File: src/rtl/spi_receiver_pkg.sv
// Shared constants and FSM encoding for the SPI receive path.
package spi_receiver_pkg;
   localparam int CLK_FREQ       = 100_000_000;
   localparam int SPI_DATA_WIDTH = 8;

   typedef enum logic [1:0] {
      SPI_RX_IDLE  = 2'd0,
      SPI_RX_SHIFT = 2'd1,
      SPI_RX_LOAD  = 2'd2
   } spi_rx_state_e;
endpackage

File: src/rtl/spi_receiver_sync_ff.sv
// Multi-stage synchroniser; reset value chosen per signal so idle levels survive reset.
module sync_ff #(
   parameter int   DEPTH   = 2,
   parameter logic RST_VAL = 1'b0
) (
   input  logic clk,
   input  logic reset,
   input  logic d_i,
   output logic q_o
);
   logic [DEPTH-1:0] chain_q;

   always_ff @(posedge clk or negedge reset) begin
      if (!reset) chain_q <= {DEPTH{RST_VAL}};
      else        chain_q <= {chain_q[DEPTH-2:0], d_i};
   end

   assign q_o = chain_q[DEPTH-1];
endmodule

File: src/rtl/spi_receiver.sv
// SPI slave receiver: oversamples cs/scl/sda on clk, assembles words, one-entry valid/ack holding register.
module spi_receiver
   import spi_receiver_pkg::*;
#(
   parameter int DATA_WIDTH  = SPI_DATA_WIDTH,
   parameter int SYNC_STAGES = 2,
   parameter bit MSB_FIRST   = 1'b1
) (
   input  logic                  clk,
   input  logic                  reset,
   input  logic                  cs,
   input  logic                  scl,
   input  logic                  sda,
   input  logic                  ack,
   output logic [DATA_WIDTH-1:0] data_out,
   output logic                  valid,
   output logic                  busy,
   output logic                  frame_err,
   output logic                  overrun
);
   localparam int                CNT_W    = $clog2(DATA_WIDTH);
   localparam logic [CNT_W-1:0]  LAST_BIT = CNT_W'(DATA_WIDTH - 1);

   logic cs_s, scl_s, sda_s, scl_q, scl_rise;
   spi_rx_state_e         state_q, state_d;
   logic [CNT_W-1:0]      bitcnt_q, bitcnt_d;
   logic [DATA_WIDTH-1:0] shreg_q, shreg_d, data_q, data_d;
   logic                  valid_q, valid_d, ferr_q, ferr_d, ovr_q, ovr_d;

   sync_ff #(.DEPTH(SYNC_STAGES), .RST_VAL(1'b1)) u_sync_cs  (.clk(clk), .reset(reset), .d_i(cs),  .q_o(cs_s));
   sync_ff #(.DEPTH(SYNC_STAGES), .RST_VAL(1'b0)) u_sync_scl (.clk(clk), .reset(reset), .d_i(scl), .q_o(scl_s));
   sync_ff #(.DEPTH(SYNC_STAGES), .RST_VAL(1'b0)) u_sync_sda (.clk(clk), .reset(reset), .d_i(sda), .q_o(sda_s));

   assign scl_rise = scl_s & ~scl_q;

   always_comb begin
      state_d  = state_q;
      bitcnt_d = bitcnt_q;
      shreg_d  = shreg_q;
      data_d   = data_q;
      valid_d  = valid_q;
      ferr_d   = 1'b0;
      ovr_d    = ovr_q;
      if (valid_q && ack) valid_d = 1'b0;
      case (state_q)
         SPI_RX_IDLE: begin
            bitcnt_d = '0;
            if (!cs_s) state_d = SPI_RX_SHIFT;
         end
         SPI_RX_SHIFT: begin
            // cs release wins over a coincident scl edge; a partial word is dropped
            if (cs_s) begin
               ferr_d   = (bitcnt_q != '0);
               bitcnt_d = '0;
               state_d  = SPI_RX_IDLE;
            end else if (scl_rise) begin
               shreg_d = MSB_FIRST ? {shreg_q[DATA_WIDTH-2:0], sda_s}
                                   : {sda_s, shreg_q[DATA_WIDTH-1:1]};
               if (bitcnt_q == LAST_BIT) begin
                  bitcnt_d = '0;
                  state_d  = SPI_RX_LOAD;
               end else begin
                  bitcnt_d = bitcnt_q + 1'b1;
               end
            end
         end
         SPI_RX_LOAD: begin
            // an ack in this cycle frees the slot, so the new word replaces the old one
            if (!valid_q || ack) begin
               data_d  = shreg_q;
               valid_d = 1'b1;
            end else begin
               ovr_d = 1'b1;
            end
            state_d = cs_s ? SPI_RX_IDLE : SPI_RX_SHIFT;
         end
         default: state_d = SPI_RX_IDLE;
      endcase
   end

   always_ff @(posedge clk or negedge reset) begin
      if (!reset) begin
         state_q  <= SPI_RX_IDLE;
         bitcnt_q <= '0;
         shreg_q  <= '0;
         data_q   <= '0;
         valid_q  <= 1'b0;
         ferr_q   <= 1'b0;
         ovr_q    <= 1'b0;
         scl_q    <= 1'b0;
      end else begin
         state_q  <= state_d;
         bitcnt_q <= bitcnt_d;
         shreg_q  <= shreg_d;
         data_q   <= data_d;
         valid_q  <= valid_d;
         ferr_q   <= ferr_d;
         ovr_q    <= ovr_d;
         scl_q    <= scl_s;
      end
   end

   assign data_out  = data_q;
   assign valid     = valid_q;
   assign busy      = (state_q != SPI_RX_IDLE);
   assign frame_err = ferr_q;
   assign overrun   = ovr_q;
endmodule

File: config.mk
export PLATFORM = sky130hd
export DESIGN_NAME = spi_receiver
export DESIGN_NICKNAME = d
export VERILOG_FILES = /design/src/rtl/spi_receiver_pkg.sv /design/src/rtl/spi_receiver_sync_ff.sv /design/src/rtl/spi_receiver.sv
export SDC_FILE = /design/constraint.sdc
export NUM_CORES = 1
export LEC_CHECK = 0
export BUFFER_PORTS_ARGS = -buffer_cell sky130_fd_sc_hd__buf_2
export CAP_MARGIN = 10
export CORE_MARGIN = 2
export CORE_UTILIZATION = 50
export DETAILED_ROUTE_END_ITERATION = 12
export PLACE_DENSITY = 0.72
export SKIP_CTS_REPAIR_TIMING = 1
export SYNTH_ARGS = -nofsm -noshare
export SYNTH_HDL_FRONTEND = slang
export SYNTH_SLANG_ARGS = --single-unit
File: constraint.sdc
create_clock -name clk -period 1.7 [get_ports clk]
set_input_delay 0.085 -clock clk [delete_from_list [all_inputs] [get_ports clk]]
set_output_delay 0.085 -clock clk [all_outputs]
set_load 0.01 [all_outputs]
==> results.txt <==
post-synth net total: 84
Worst setup SP type: flop
layout cell share with drive strength beyond 1: 0.443
Setup WS post-layout: 0.153 ns
pre-CTS setup slack: 0.147 ns
Slew headroom: 0.566
slowest CP cell: dfrtp_1
clock slew at reported path FFs: 0.09 ns
Crit Path Max Fanout: 8
GRT overflow: 0
pwr/cell area: 950 nW/um^2
Final Routed Wirelength: 1720 microns
RR Endpoint: data_out[3]$_DFFE_PN0P_
RSZ-0062 raised after global routing: no
die height: 52.3 microns
Rows: 17
Layout Cells excl Fill: 134
DIE AREA: 2730 sq um
total power: 1320 uW
flop2flop setup slack: 0.15 ns
worst min path class: in2async
Req. time, crit path: 1.90 ns
Detailed Place HPWL: 1170 microns
Max IR drop VDD: 0.659 mV
top cell type's share of synthesized area: 0.622
FF+latch count, synth: 31
Setup-failing EPs final: 0
GPL Wtd Cong: 0.748
MaxCap Viol Count: 0
initial antenna violation count: 0
Fin. Hold Viols: 0
crit path DAT: 1.75 ns
largest net degree at the start of global routing: 32
Period minus WS final: 1.55 ns
Avg Inst Size Synth: 15.5 sq um
status: completed
Tightest Pin Transition: 0.651 ns
mapped cell area: 1170 sq um
Tot GR Track Use: 0.155
CP max stage delay: 0.45 ns
CP Capture Type: flop
Max Fclk: 646 MHz
number of DRC markers in iteration 0: 3
Post-Synthesis Cells: 75
R2R Path Start: state_q[0]$_DFFE_PN0P_
first-pass GRT wire length: 2900 microns
hold_ws: 0.319 ns
Vias: 669
TritonCTS clock tree: done
overall die width: 52.3 microns
Synth area leader: dfrtp_1
CTS root buffer: clkbuf_4
ANT nets after route: 0
Filler cells: 181
DR pass1 iterations: 2
Via density: 4.99
Bufs on Longest Clock Path: 2
antenna cells: 0
Fin Setup TNS: 0 ns
Seq/Total Area, Yosys: 0.667
Synth area leaders: dfrtp_1 (62%), mux2_2 (15%), dfstp_2 (4.5%), ha_1 (3.2%), inv_1 (2.3%)
area grow syn2layout: 19.5%
Slew Viols, Final: 0
worst clock skew: 0.00874 ns
Tcrit/Tclk final: 0.910
delay-heaviest family, CP: flip-flops
Leakage: 0.000711 uW
vias in the first global route: 638
# DRC: 0
crit-path cells: nand2b_1, a21oi_2, mux2_2
core area: 2210 sq um
IO Count: 18
Distinct cells, synth: 21
IO buf count: 17
Routed WL per cell: 12.8 microns
R2R depth: 3
worst-skew pair later-pin latency: 0.32 ns
YS warnings: 0
H-tree depth: 2
WP buf/inv: 0
Starting Density: 0.527
critical path class: reg2reg
dpl cells: 121
final net count: 114
Clock Sinks: 31
clock buffer count from CTS: 5
[final cells by class]
type	instances	area, sq um	area share
well taps	28	35.0	0.0251
clock inverters	1	5.00	0.00359
flip-flops and latches	31	778	0.558
inverters	7	26.3	0.0189
clock buffers	7	45.0	0.0323
multi-input cells	37	362	0.259
repair buffers	23	143	0.102
[Yosys cell counts]
library cell / count
nor4_1: 1
o21ai_0: 1
mux2_2: 16
nor3_4: 1
a21oi_2: 1
nor3_1: 1
a31o_2: 1
dfrtp_1: 29
dfstp_2: 2
a22o_1: 2
nor2b_1: 1
inv_1: 7
a21oi_1: 1
nand2b_4: 1
nand2b_1: 2
o21bai_1: 1
or4_1: 1
or2_2: 1
ha_1: 3
o31ai_1: 1
mux2i_1: 1
[report_power, final]
part / leakage, uW / internal [uW] / total (uW) / switching (uW)
combinational: 0.000283 / 58.9 / 101 / 42.1
sequential: 0.000399 / 797 / 834 / 37.4
clock: 0.0000293 / 161 / 388 / 228
[layout by cell type, fill, tap and decap left out]
cell / netlist / layout
dfrtp_1: 29 / 29
o21ai_0: 1 / 1
dlygate4sd3_1: 0 / 5
a21oi_1: 1 / 1
dfstp_2: 2 / 2
o31ai_1: 1 / 1
nand2b_4: 1 / 1
mux2i_1: 1 / 1
or2_2: 1 / 1
or4_1: 1 / 1
buf_4: 0 / 1
nor4_1: 1 / 1
nor3_1: 1 / 1
a21oi_2: 1 / 1
ha_1: 3 / 3
a22o_1: 2 / 2
inv_1: 7 / 7
clkbuf_1: 0 / 2
a31o_2: 1 / 1
buf_2: 0 / 17
mux2_2: 16 / 16
clkbuf_4: 0 / 5
clkinv_2: 0 / 1
nand2b_1: 2 / 2
nor3_4: 1 / 1
o21bai_1: 1 / 1
nor2b_1: 1 / 1
[flip-flops by register name, indices dropped and copies added, names as in the netlist]
signal	cells
bitcnt_q	3
data_out	8
frame_err	1
overrun	1
scl_q	1
shreg_q	8
state_q	2
u_sync_cs.chain_q	2
u_sync_scl.chain_q	2
u_sync_sda.chain_q	2
valid	1
[through the flow]
step | instance area [sq um] | util
floorplan | 1170 | -
global placement | 1290 | 0.585
detailed placement | 1290 | 0.585
CTS | 1340 | 0.607
global route | 1390 | 0.630
finish | 1390 | 0.630
[metal layers]
metal / up-vias / global-route usage / share of wire
met2: 18 / 0.229 / 0.47
met5: - / 0 / 0
met3: 5 / 0.0686 / 0.055
met4: 0 / 0.0897 / 0.024
li1: 317 / - / -
met1: 329 / 0.187 / 0.45
[how the worst max path moves through the flow]
stage | from | endpoint | slack (ns) | depth (start not counted)
6_report | state_q[0]$_DFFE_PN0P_ | data_out[3]$_DFFE_PN0P_ | 0.15 | 3
5_1_grt | state_q[0]$_DFFE_PN0P_ | data_out[3]$_DFFE_PN0P_ | 0.05 | 3
4_1_cts | state_q[0]$_DFFE_PN0P_ | data_out[3]$_DFFE_PN0P_ | 0.13 | 3
3_5_place_dp | state_q[0]$_DFFE_PN0P_ | data_out[3]$_DFFE_PN0P_ | 0.15 | 3
3_3_place_gp | bitcnt_q[0]$_DFFE_PN0P_ | bitcnt_q[0]$_DFFE_PN0P_ | 0.22 | 4
2_1_floorplan | bitcnt_q[0]$_DFFE_PN0P_ | bitcnt_q[0]$_DFFE_PN0P_ | 0.29 | 4
[cells by family after synthesis]
family | count (synthesis) | share of synthesized area
compound gates | 8 | 0.0515
fa+ha+maj | 3 | 0.0322
buf+inv | 7 | 0.0225
flops | 31 | 0.667
mux | 17 | 0.163
simple gates | 9 | 0.0633
No activity file was read; power rests on OpenSTA's default activity.
